`config.mk`:
```
export PLATFORM = sky130hd
export DESIGN_NAME = mem_access_ctrl
export DESIGN_NICKNAME = d
export VERILOG_FILES = /design/src/rtl/mem_access_pkg.sv /design/src/rtl/mem_timeout_ctr.sv /design/src/rtl/mem_access_ctrl.sv
export VERILOG_INCLUDE_DIRS = /design/src /design/src/rtl
export SDC_FILE = /design/constraint.sdc
export NUM_CORES = 1
export LEC_CHECK = 0
export BUFFER_PORTS_ARGS = -buffer_cell sky130_fd_sc_hd__buf_2
export CAP_MARGIN = 20
export CORE_MARGIN = 5
export CORE_UTILIZATION = 45
export DETAILED_ROUTE_END_ITERATION = 7
export GPL_ROUTABILITY_DRIVEN = 0
export MAX_ROUTING_LAYER = met4
export PLACE_DENSITY = 0.76
export SYNTH_ARGS = -nofsm -noshare
export SYNTH_HDL_FRONTEND = slang
export SYNTH_SLANG_ARGS = --single-unit
```
`constraint.sdc`:
```
create_clock -name clk -period 1.5 [get_ports clk]
set_clock_uncertainty 0.2 [all_clocks]
set_input_delay 0.15 -clock clk [delete_from_list [all_inputs] [get_ports clk]]
set_output_delay 0.15 -clock clk [all_outputs]
set_load 0.02 [all_outputs]
```
`src/rtl/defines.sv`:
```
// Global word-width define shared by the datapath and the memory access block.
`ifndef WORD_LEN
`define WORD_LEN 16
`endif

```
`src/rtl/mem_access_pkg.sv`:
```
// Shared types and default parameters for the memory access controller.
package mem_access_pkg;

  typedef enum logic [1:0] {
    IDLE = 2'd0,
    BUSY = 2'd1,
    DONE = 2'd2
  } state_e;

  localparam int DEF_ADDR_W         = 12;
  localparam int DEF_TIMEOUT_CYCLES = 255;

endpackage

```
`src/rtl/mem_timeout_ctr.sv`:
```
// BUSY-cycle watchdog: counts enabled cycles from a clear and flags the last
// allowed cycle. Only instantiated when MEM_TIMEOUT_EN is defined.
module mem_timeout_ctr
  import mem_access_pkg::*;
#(
  parameter int CYCLES = DEF_TIMEOUT_CYCLES
) (
  input  logic clk,
  input  logic rst,
  input  logic i_clear,
  input  logic i_enable,
  output logic o_expired
);

  localparam int                CNT_W = (CYCLES > 1) ? $clog2(CYCLES) : 1;
  localparam logic [CNT_W-1:0]  LAST  = CNT_W'(CYCLES - 1);

  logic [CNT_W-1:0] r_cnt;

  // Saturates on LAST so a stuck enable can never wrap back to zero.
  always_ff @(posedge clk) begin
    if (rst || i_clear) begin
      r_cnt <= '0;
    end else if (i_enable && (r_cnt != LAST)) begin
      r_cnt <= r_cnt + CNT_W'(1);
    end
  end

  assign o_expired = i_enable && (r_cnt == LAST);

endmodule

```
`src/rtl/mem_access_ctrl.sv`:
```
// MEM-stage load/store sequencer (IDLE -> BUSY -> DONE) between the EX/MEM
// register and a req/ack memory port. Optional BUSY timeout: MEM_TIMEOUT_EN.
`ifndef WORD_LEN
`include "defines.sv"
`endif

module mem_access_ctrl
  import mem_access_pkg::*;
#(
  parameter int ADDR_W         = DEF_ADDR_W,
  parameter int TIMEOUT_CYCLES = DEF_TIMEOUT_CYCLES
) (
  input  logic                 clk,
  input  logic                 rst,
  input  logic                 PR3_MEM_read,
  input  logic                 PR3_MEM_write,
  input  logic [`WORD_LEN-1:0] PR3_alu_out,
  input  logic [`WORD_LEN-1:0] PR3_RF_out2,
  output logic                 mem_req,
  output logic                 mem_we,
  output logic [ADDR_W-1:0]    mem_addr,
  output logic [`WORD_LEN-1:0] mem_wdata,
  input  logic                 mem_ack,
  input  logic [`WORD_LEN-1:0] mem_rdata,
  output logic                 MEM_stall,
  output logic [`WORD_LEN-1:0] MEM_rdata,
  output logic                 MEM_rdata_valid,
  output logic                 MEM_error
);

  state_e                 r_state;
  state_e                 w_state_nxt;
  logic                   r_we;
  logic [ADDR_W-1:0]      r_addr;
  logic [`WORD_LEN-1:0]   r_wdata;
  logic [`WORD_LEN-1:0]   r_rdata;
  logic                   r_rd_valid;

  logic w_req_in;
  logic w_busy;
  logic w_accept;
  logic w_ack_busy;
  logic w_expired;
  logic w_abort;

  assign w_req_in   = PR3_MEM_read | PR3_MEM_write;
  assign w_busy     = (r_state == BUSY);
  assign w_accept   = (r_state == IDLE) && w_req_in;
  assign w_ack_busy = w_busy && mem_ack;
  assign w_abort    = w_busy && !mem_ack && w_expired;

  always_comb begin
    // NOTE: every combinational output gets a default before the case so no
    // path leaves it unassigned, which would otherwise infer a latch.
    w_state_nxt = r_state;
    unique case (r_state)
      IDLE:    if (w_req_in) w_state_nxt = BUSY;
      BUSY:    if (mem_ack || w_abort) w_state_nxt = DONE;
      DONE:    w_state_nxt = IDLE;
      default: w_state_nxt = IDLE;
    endcase
  end

  // NOTE: sequential state uses non-blocking assignments so every register
  // samples pre-edge values regardless of statement order.
  always_ff @(posedge clk) begin
    if (rst) begin
      r_state    <= IDLE;
      r_we       <= 1'b0;
      r_addr     <= '0;
      r_wdata    <= '0;
      r_rdata    <= '0;
      r_rd_valid <= 1'b0;
    end else begin
      r_state <= w_state_nxt;
      if (w_accept) begin
        r_addr  <= PR3_alu_out[ADDR_W-1:0];
        r_wdata <= PR3_RF_out2;
        r_we    <= PR3_MEM_write;
      end
      if (w_ack_busy && !r_we) begin
        r_rdata <= mem_rdata;
      end
      r_rd_valid <= w_ack_busy && !r_we;
    end
  end

`ifdef MEM_TIMEOUT_EN
  logic r_error;

  mem_timeout_ctr #(
    .CYCLES    (TIMEOUT_CYCLES)
  ) u_timeout (
    .clk       (clk),
    .rst       (rst),
    .i_clear   (w_accept),
    .i_enable  (w_busy),
    .o_expired (w_expired)
  );

  always_ff @(posedge clk) begin
    if (rst) begin
      r_error <= 1'b0;
    end else begin
      r_error <= w_abort;
    end
  end

  assign MEM_error = r_error;
`else
  logic w_unused_timeout;

  assign w_expired        = 1'b0;
  assign w_unused_timeout = (TIMEOUT_CYCLES == 0);
  assign MEM_error        = 1'b0;
`endif

  // Address bits above ADDR_W are dropped on purpose.
  generate
    if (ADDR_W < `WORD_LEN) begin : g_addr_hi
      logic w_unused_addr_hi;
      assign w_unused_addr_hi = ^PR3_alu_out[`WORD_LEN-1:ADDR_W];
    end
  endgenerate

  assign mem_req         = w_busy;
  assign mem_we          = r_we;
  assign mem_addr        = r_addr;
  assign mem_wdata       = r_wdata;
  assign MEM_stall       = w_accept || w_busy;
  assign MEM_rdata       = r_rdata;
  assign MEM_rdata_valid = r_rd_valid;

endmodule
```
==> metrics.md <==
| Metric | Value |
|---|---|
| Status | `finished, final reports clean` |
| Rows | `24` |
| LEAKAGE | `about 1.5 nW` |
| Mapped Area | `2000 µm²` |
| CP arrival | `1.10 ns` |
| Final Cycle Share | `0.966` |
| Remaining antenna violation count | `0` |
| Place WS | `0.145 ns` |
| Multiplexer share of the synthesized area | `0.140` |
| H-tree depth | `2` |
| Synthesis warning total | `0` |
| PwrDens | `roughly 940 nW/µm²` |
| Area after DPL | `roughly 2500 µm²` |
| CP endpoint kind | `primary output` |
| Clk slew on worst S/H paths | `about 0.08 ns` |
| Max-Cap Viols | `0` |
| Area Overhead vs Synth | `54.8%` |
| Die Y | `76.7 µm` |
| Nets | `roughly 400` |
| Most common cell in the synthesized netlist | `nand2b_1` |
| Max Slew Vio Count | `0` |
| Die ar. | `approximately 5900 µm²` |
| RSZ-0062 raised after global routing | `true` |
| Pin count of the biggest net entering global routing | `38` |
| Total GRT Usage | `0.195` |
| Via density | `approximately 4.6` |
| Grt total ovfl | `0` |
| Drt pass-1 iters | `4` |
| Max Freq | `approximately 700 MHz` |
| Wire length per cell | `13.0 µm` |
| Final setup viols | `0` |
| Min Hold Slack | `approximately 0.026 ns` |
| Final Hold Vio Count | `0` |
| Final WS setup | `slightly above 0.05 ns` |
| I/O pin cnt | `102` |
| Fin crit period | `between 1 and 1.5 ns` |
| Initial Util | `0.463` |
| Core ar. | `roughly 4300 µm²` |
| Detailed Route WL | `about 5200 µm` |
| Post-synth top area cell | `dfxtp_1` |
| Final Non-Filler Cells | `between 400 and 500` |
| Filler cell count | `326` |
| Hold Path Class | `in2reg` |
| Design Power | `around 2.9 mW` |
| Placed insts | `roughly 350` |
| Die Wd | `between 70 and 80 µm` |
| Worst VDD drop | `approximately 0.49 mV` |
| Post-synth top flop | `dfxtp_1` |
| Simple-gate portion of the synthesized area | `0.280` |
| CTS buffer count | `5` |
| Syn nets | `between 200 and 300` |
| FF/Latch Area | `approximately 960 µm²` |
| Register area share after synthesis | `0.480` |
| Drc violations | `0` |
| Main combinational cell family by area after synthesis | `simple AND/OR/NAND/NOR gates` |
| Core Util, Final | `0.716` |
| Dpl hpwl | `3240 µm` |
| Final instance area | `roughly 3100 µm²` |
| CTS tree | `built` |
| Synth Area in XOR/XNOR | `0` |
| Crit path launch type | `register` |
| Kind of critical path | `reg2out` |
| First-pass GRT wire length | `roughly 9300 µm` |
| Clock latency on the worst-skew pair | `roughly 0.29 ns` |
| Vias in the first global route | `1,985` |
| Post-CTS Setup Repair Bufs | `0` |
| Layout cells sized above 1 | `0.320` |
| Via count | `about 1,900` |
| Critical Path RT | `approximately 1.2 ns` |
| Cell count after synthesis | `~210` |
| Starting DRT DRC Count | `between 50 and 60` |
| Area share of the largest cell type after synthesis | `0.480` |
| Synth Area in Compound Gates | `0.0475` |
| Deepest clock path buffer count | `2` |
| Crit Path Max Fanout | `6` |
| Initial antenna violation count | `0` |
| # diodes | `0` |
| EDFF count, synth | `0` |
| Flops & latches, synth | `48` |
| Post-Route Setup TNS | `0 ns` |
| Syn Area/Cell | `between 9 and 10 µm²` |
| Most frequent cells after synthesis | `nand2b_1 (57), dfxtp_1 (48), nand2_1 (32)` |
| Clock root buffer | `clkbuf_8` |
| Post-Synth Adder-Cell Area | `0` |
| Area of the multi-input gates | `between 900 and 1000 µm²` |
| Post-synthesis cell type count | `21` |
| Synth top area cells | `dfxtp_1 (48%), nand2b_1 (18%), mux2i_1 (14%)` |
| Post-synthesis async set-or-reset flop share | `0` |
| IO buf count | `96` |
| CTS sink cnt | `48` |
==> where the power goes <==
| part | internal, mW | switching [mW] | leakage, nW |
|---|---|---|---|
| registers | 1.37 | 0.0542 | 0.394 |
| logic | 0.340 | 0.342 | 1.03 |
| clock network | 0.411 | 0.393 | 0.0503 |
==> repair_timing <==
item                                   CTS  global route
resized for setup                        1             1
setup endpoints to repair                1            11
pin swaps                                0             0
endpoints found under the hold margin   45             0
hold buffers                            46             0
==> sequential cells by signal, summed over array words and instances, names as in the netlist <==
| signal | count |
|---|---|
| mem_wdata | 16 |
| mem_we | 1 |
| MEM_rdata | 16 |
| r_state | 2 |
| mem_addr | 12 |
| MEM_rdata_valid | 1 |
==> critical path, stage by stage, from the launching register on <==
cell	delay (ns)
dfxtp_2	0.40
nor2b_1	0.21
buf_2	0.20
==> final cells by class <==
| cell class | count | area share |
|---|---|---|
| multi-input cells | 147 | 0.305 |
| clock buffers | 7 | 0.0311 |
| well taps | 52 | 0.0210 |
| repair buffers | 148 | 0.332 |
| flip-flops and latches | 48 | 0.311 |
==> cell usage in the layout, fill, tap and decap left out <==
cell,instances
a21oi_1,16
and3b_1,1
and4bb_1,1
buf_12,3
buf_2,96
buf_4,2
buf_6,1
clkbuf_8,7
conb_1,1
dfxtp_1,47
dfxtp_2,1
dlygate4sd3_1,46
mux2i_1,28
nand2_1,32
nand2b_1,57
nand4bb_1,1
nor2_1,2
nor2b_1,3
nor3_1,1
nor3_4,1
o21ai_0,1
o21ba_2,1
or4b_1,1
==> per-layer routing <==
| metal | vias to the layer above | share of wire | global-route usage |
|---|---|---|---|
| met4 | 0 | 0.0090 | 0.0594 |
| li1 | 951 | - | - |
| met3 | 6 | 0.066 | 0.0574 |
| met1 | 832 | 0.42 | 0.220 |
| met2 | 68 | 0.51 | 0.331 |
| met5 | - | 0 | - |
==> cells by family (layout without fill, tap and decap cells) <==
kind of cell           Yosys count  after routing
buffers and inverters           16            155
multiplexers                    28             28
AO/OA/AOI/OAI                   18             18
other                            1              1
AND/OR/NAND/NOR                100            100
flip-flops                      48             48
==> path summary, 6_finish.rpt <==
kind	startpoint	end	slack (ns)	depth (start not counted)
max	r_state[0]	mem_req	0.05	2
min	PR3_MEM_write	mem_we	0.03	3
max reg2reg	r_state[1]	mem_addr[9]	0.13	3
min reg2reg	MEM_rdata[9]	MEM_rdata[9]	0.26	2
(Power assumes the default switching activity.)
